<file path="config.mk">
export PLATFORM = sky130hd
export DESIGN_NAME = booth_mul_r4
export DESIGN_NICKNAME = d
export VERILOG_FILES = /design/src/rtl/booth_pkg.sv /design/src/rtl/booth_r4_enc.sv /design/src/rtl/booth_mul_r4.sv
export SDC_FILE = /design/constraint.sdc
export NUM_CORES = 1
export LEC_CHECK = 0
export ABC_AREA = 1
export BUFFER_PORTS_ARGS = -buffer_cell sky130_fd_sc_hd__buf_2
export CAP_MARGIN = 30
export CORE_UTILIZATION = 42
export DETAILED_ROUTE_END_ITERATION = 12
export PLACE_DENSITY_LB_ADDON = 0.12
export SLEW_MARGIN = 25
export SYNTH_ARGS = -nofsm -noshare
export SYNTH_HDL_FRONTEND = slang
export SYNTH_SLANG_ARGS = --single-unit
</file>
<file path="constraint.sdc">
create_clock -name clk -period 4 [get_ports clk]
set_input_delay 0.4 -clock clk [delete_from_list [all_inputs] [get_ports clk]]
set_output_delay 0.4 -clock clk [all_outputs]
set_load 0.01 [all_outputs]
</file>
<file path="src/rtl/booth_pkg.sv">
// rtl/booth_pkg.sv - shared FSM states, Booth triplet codes and step-count helper for booth_mul_r4
package booth_pkg;

    typedef enum logic [1:0] {
        IDLE = 2'b00,
        EXEC = 2'b01,
        DONE = 2'b10
    } state_t;

    // Triplets {q[2i+1], q[2i], q[2i-1]} that need special handling in the recoder
    localparam logic [2:0] TRIP_P2 = 3'b011;
    localparam logic [2:0] TRIP_M2 = 3'b100;
    localparam logic [2:0] TRIP_Z1 = 3'b111;

    function automatic int booth_iter(input int width);
        return width / 2 + 1;
    endfunction

endpackage

</file>
<file path="src/rtl/booth_r4_enc.sv">
// rtl/booth_r4_enc.sv - radix-4 Booth recoder: triplet to sign/magnitude select
module booth_r4_enc
    import booth_pkg::*;
(
    input  logic [2:0] triplet,
    output logic       neg,
    output logic       one,
    output logic       two
);

    // 111 is digit 0, so it must not request a negation
    assign neg = triplet[2] && (triplet != TRIP_Z1);
    assign one = triplet[1] ^ triplet[0];
    assign two = (triplet == TRIP_P2) || (triplet == TRIP_M2);

endmodule

</file>
<file path="src/rtl/booth_mul_r4.sv">
// rtl/booth_mul_r4.sv - iterative radix-4 Booth multiplier; optional BOOTH_EARLY_TERM_EN ends EXEC once remaining digits are all zero
module booth_mul_r4
    import booth_pkg::*;
#(
    parameter int WIDTH = 32
) (
    input  logic                 clk,
    input  logic                 reset_n,
    input  logic                 op_start,
    input  logic                 op_clear,
    input  logic                 signed_mode,
    input  logic [WIDTH-1:0]     multiplier,
    input  logic [WIDTH-1:0]     multiplicand,
    output logic                 op_done,
    output logic [2*WIDTH-1:0]   result,
    output logic [1:0]           cur_state,
    output logic                 busy
);

    localparam int ITER = booth_iter(WIDTH);
    localparam int EW   = WIDTH + 2;
    localparam int AW   = 2 * WIDTH + 2;
    localparam int CW   = $clog2(ITER);

    if ((WIDTH % 2) != 0 || WIDTH < 4) begin : g_bad_width
        $error("booth_mul_r4: WIDTH must be even and >= 4");
    end

    state_t              state_q, state_d;
    logic [EW-1:0]       mplier_q;
    logic                q_m1;
    logic [AW-1:0]       mcand_q;
    logic [AW-1:0]       acc_q;
    logic [CW-1:0]       cnt_q;
    logic [2*WIDTH-1:0]  result_q;

    logic                neg, one, two;
    logic [AW-1:0]       pp_mag, pp, acc_next;
    logic                last_step;
    logic                sa, sb;

    booth_r4_enc u_enc (
        .triplet ({mplier_q[1:0], q_m1}),
        .neg     (neg),
        .one     (one),
        .two     (two)
    );

    // The multiplicand register is pre-shifted by 2 each step, so no variable shifter is needed
    assign pp_mag   = two ? {mcand_q[AW-2:0], 1'b0} : (one ? mcand_q : '0);
    assign pp       = neg ? -pp_mag : pp_mag;
    assign acc_next = acc_q + pp;

    assign sa = signed_mode & multiplicand[WIDTH-1];
    assign sb = signed_mode & multiplier[WIDTH-1];

`ifdef BOOTH_EARLY_TERM_EN
    // mplier_q[EW-1:1] is everything left after this step, with q[2i+1] becoming the next q[-1]
    assign last_step = (cnt_q == CW'(ITER - 1)) || (&mplier_q[EW-1:1]) || !(|mplier_q[EW-1:1]);
`else
    assign last_step = (cnt_q == CW'(ITER - 1));
`endif

    always_comb begin
        state_d = state_q;
        case (state_q)
            IDLE:    if (op_start) state_d = EXEC;
            EXEC:    if (last_step) state_d = DONE;
            DONE:    state_d = DONE;
            default: state_d = IDLE;
        endcase
        if (op_clear) state_d = IDLE;
    end

    always_ff @(posedge clk or negedge reset_n) begin
        if (!reset_n) state_q <= IDLE;
        else          state_q <= state_d;
    end

    always_ff @(posedge clk or negedge reset_n) begin
        if (!reset_n) begin
            mplier_q <= '0;
            q_m1     <= 1'b0;
            mcand_q  <= '0;
            acc_q    <= '0;
            cnt_q    <= '0;
            result_q <= '0;
        end else if (op_clear) begin
            result_q <= '0;
        end else if (state_q == IDLE && op_start) begin
            mplier_q <= {{2{sb}}, multiplier};
            mcand_q  <= {{(AW-WIDTH){sa}}, multiplicand};
            q_m1     <= 1'b0;
            acc_q    <= '0;
            cnt_q    <= '0;
        end else if (state_q == EXEC) begin
            acc_q    <= acc_next;
            mplier_q <= {{2{mplier_q[EW-1]}}, mplier_q[EW-1:2]};
            q_m1     <= mplier_q[1];
            mcand_q  <= {mcand_q[AW-3:0], 2'b00};
            cnt_q    <= cnt_q + 1'b1;
            if (last_step) result_q <= acc_next[2*WIDTH-1:0];
        end
    end

    assign op_done   = (state_q == DONE);
    assign busy      = (state_q == EXEC);
    assign cur_state = state_q;
    assign result    = result_q;

endmodule

</file>
==> results.tsv <==
stage	metric	value	unit
route	routed_via_density	5.300	
route	antenna_left	0	
placed_design	place_hpwl	50.55	mm
route	drtPass1Iterations	8	
route	met2_length	33.30	mm
route	wirelength_met1	31.41	mm
route	first_iter_violations	1504	
die	start_util	43.06	%
global_routing	grt_remaining_overflow	0	
route	num_vias	19990	
route	routed.top_layer	met4	
setup_path	rr_worst_depth	25	
sta	setup_tns	-14580	ps
clock_tree	clockRootBuffer	clkbuf_16	
sta	hold_violations	0	
logic_synthesis	async_flop_share	100.0	%
setup_path	end_kind	flop	
sta	slew_viol_final	0	
die	core_area	40100	sq um
route	wire_per_inst	18.74	microns
finish	multi_input_area	13400	sq um
setup_path	cp.arrival	4750	ps
placed_design	finalWeightedCongestion	0.9362	
logic_synthesis	synth-edff-count	0	
logic_synthesis	netlist_area	17270	sq um
sta	rsz0062_at_grt	true	
finish	fill_cells	3363	
clock_tree	numCtsBuffers	29	
route	met3_length	3.607	mm
logic_synthesis	ys_ff_latch	234	
worst_hold_path	hold_depth	2	
setup_path	cp.required	4470	ps
run_status	status	complete, but fails checks	
die	dieArea	41920	sq um
logic_synthesis	synth_warnings	0	
sta	worst_hold_slack	33.12	ps
global_routing	grt_start_max_net_pins	147	
logic_synthesis	synth_nets	2757	
sta	fin_ws	-285.8	ps
sta	slew_headroom	26.30	%
sta	skew	24.29	ps
run	cap_violations	0	
clock_tree	cts_tree	done	
placed_design	io_buffers	136	
clock_tree	clockBufferDepth	3	
logic_synthesis	synthCells	2605	
finish	layout_common_cells	763 x nand2_1, 482 x buf_4, 234 x dfrtp_1	
finish	layout_commonest_cell	nand2_1	
finish	layout-drive-gt1-share	41.68	%
sta	finalSetupViolCount	88	
logic_synthesis	synth_cell_types	45	
finish	regArea	5856	sq um
sta	fmax	233.3	MHz
logic_synthesis	syn_avg_cell_area	6.628	sq um
logic_synthesis	yosysSeqAreaShare	33.92	%
global_routing	grt_antenna_before_repair	1	
die	io_pins	137	
setup_path	worstSetupStartpointType	flop	
finish	nets	3375	
run_status	violations	setup timing	
finish	area_delta_synth_final	56.87	%
die	dieWidth	204.8	microns
global_routing	track_usage	31.72	%
logic_synthesis	ys.flop_type	dfrtp_1	
die	die_height	204.8	microns
clock_tree	path_clk_slew	60	ps
sta	period_needed	4286	ps
clock_tree	cts_sinks	234	
clock_tree	clock_latency	600	ps
route	totalWireLength	70.67	mm
sta	worstMarginPinSlew	1094	ps
sta	fin_crit_sh	107.1	%
global_routing	grt_pass1_vias	19040	
die	rows	73	
worst_hold_path	hp-class	input pin to flop	
clock_tree	h-tree-depth	1	
setup_path	critical_path_class	flop to flop	
setup_path	crit_fanout	6	
route	drc_errors	0	
global_routing	grt_pass1_wl	104.0	mm
[flip-flops by register name (all words and copies together) (netlist names)]
signal and cells:
cnt_q 5, mcand_q 64, acc_q 64, q_m1 1
cur_state 2, result 64, mplier_q 34
[critical path, stage by stage, from the launching register on]
cell,delay [ps]
dfrtp_1,430
inv_2,100
ha_4,150
nand2_4,70
buf_6,150
nand4_1,130
ha_2,210
nand4_1,140
nor3_4,280
nand4_4,190
nand2_2,140
o21ai_2,70
xnor2_2,330
ha_4,300
a21oi_4,230
buf_6,140
nor2_4,30
nor2_4,120
buf_6,110
o21a_1,160
o21ai_1,70
buf_4,160
nand2_2,70
nand4_1,170
nand3_1,140
nand2_1,60
[cell type report]
cell class / instances / area share (%)
Multi-Input combinational cell: 2007 / 49.47
Sequential cell: 234 / 21.62
Timing Repair Buffer: 676 / 18.77
Inverter: 275 / 3.830
Clock buffer: 35 / 2.873
Tap cell: 525 / 2.425
Clock inverter: 19 / 1.002
Antenna cell: 1 / 0.009239
[routing by layer]
metal	up-vias	global-route usage, %
met2	637	51.95
met1	9526	44.04
met3	154	3.532
met5	-	0
met4	0	8.582
li1	9674	-
[cell families (layout without fill, tap and decap cells)]
kind of cell | after synthesis | in the layout | share of synthesized area [%]
flip-flops | 234 | 234 | 33.92
other | 0 | 1 | 0
adder cells (fa/ha/maj) | 83 | 83 | 6.058
buffers and inverters | 364 | 1005 | 8.124
AO/OA/AOI/OAI | 433 | 433 | 14.15
XOR/XNOR | 80 | 80 | 4.058
AND/OR/NAND/NOR | 1411 | 1411 | 33.70
[per-stage QoR]
stage | util [%] | instances | setup WS, ps | area [sq um]
3_3_place_gp | 54.74 | 3650 | -849.8 | 21950
5_1_grt | 67.54 | 3771 | -508.2 | 27080
4_1_cts | 61.40 | 3737 | -254.8 | 24620
6_report | 67.55 | 3772 | -285.8 | 27080
3_5_place_dp | 54.74 | 3650 | -837.8 | 21950
2_1_floorplan | - | 2605 | 1.505 | 17270
[synthesized netlist by cell type, types with 10 or more instances]
master / instances / share of area, %
ha_1: 82 / 5.9
xnor2_1: 36 / 1.8
inv_1: 270 / 5.9
a21oi_1: 98 / 2.8
buf_2: 11 / 0.32
xor2_1: 44 / 2.2
nand4_1: 36 / 1.3
nor3_1: 24 / 0.70
a22oi_1: 30 / 1.3
a31oi_1: 41 / 1.5
o21ai_0: 206 / 6.0
o21a_1: 10 / 0.43
clkbuf_1: 65 / 1.4
a21o_1: 10 / 0.43
nand2_1: 897 / 20
nand3_1: 174 / 5.0
nor2_1: 233 / 5.1
dfrtp_1: 234 / 34
o21bai_1: 17 / 0.74
nand3b_1: 14 / 0.61
[worst paths after layout]
check                                     start  slack, ps          end
min in group asynchronous               reset_n        490   result[16]
worst max-delay path                mplier_q[0]       -290   result[49]
worst min register to register       result[34]        470   result[34]
worst min-delay path            multiplicand[0]         30   mcand_q[0]
max in group asynchronous               reset_n       2440  mcand_q[54]
worst max register to register      mplier_q[0]       -290   result[49]
[what timing repair did]
action                     4_1_cts  5_1_grt
pin swaps                      102      154
buffers inserted                33       40
hold buffers                     1        0
setup endpoints to repair       97      110
resized for setup              362      516
gates cloned                     0        1
hold endpoints to repair        87        0
Power is not shown: default switching activity piles up to over one toggle a cycle in this logic, so the estimate is an artifact.
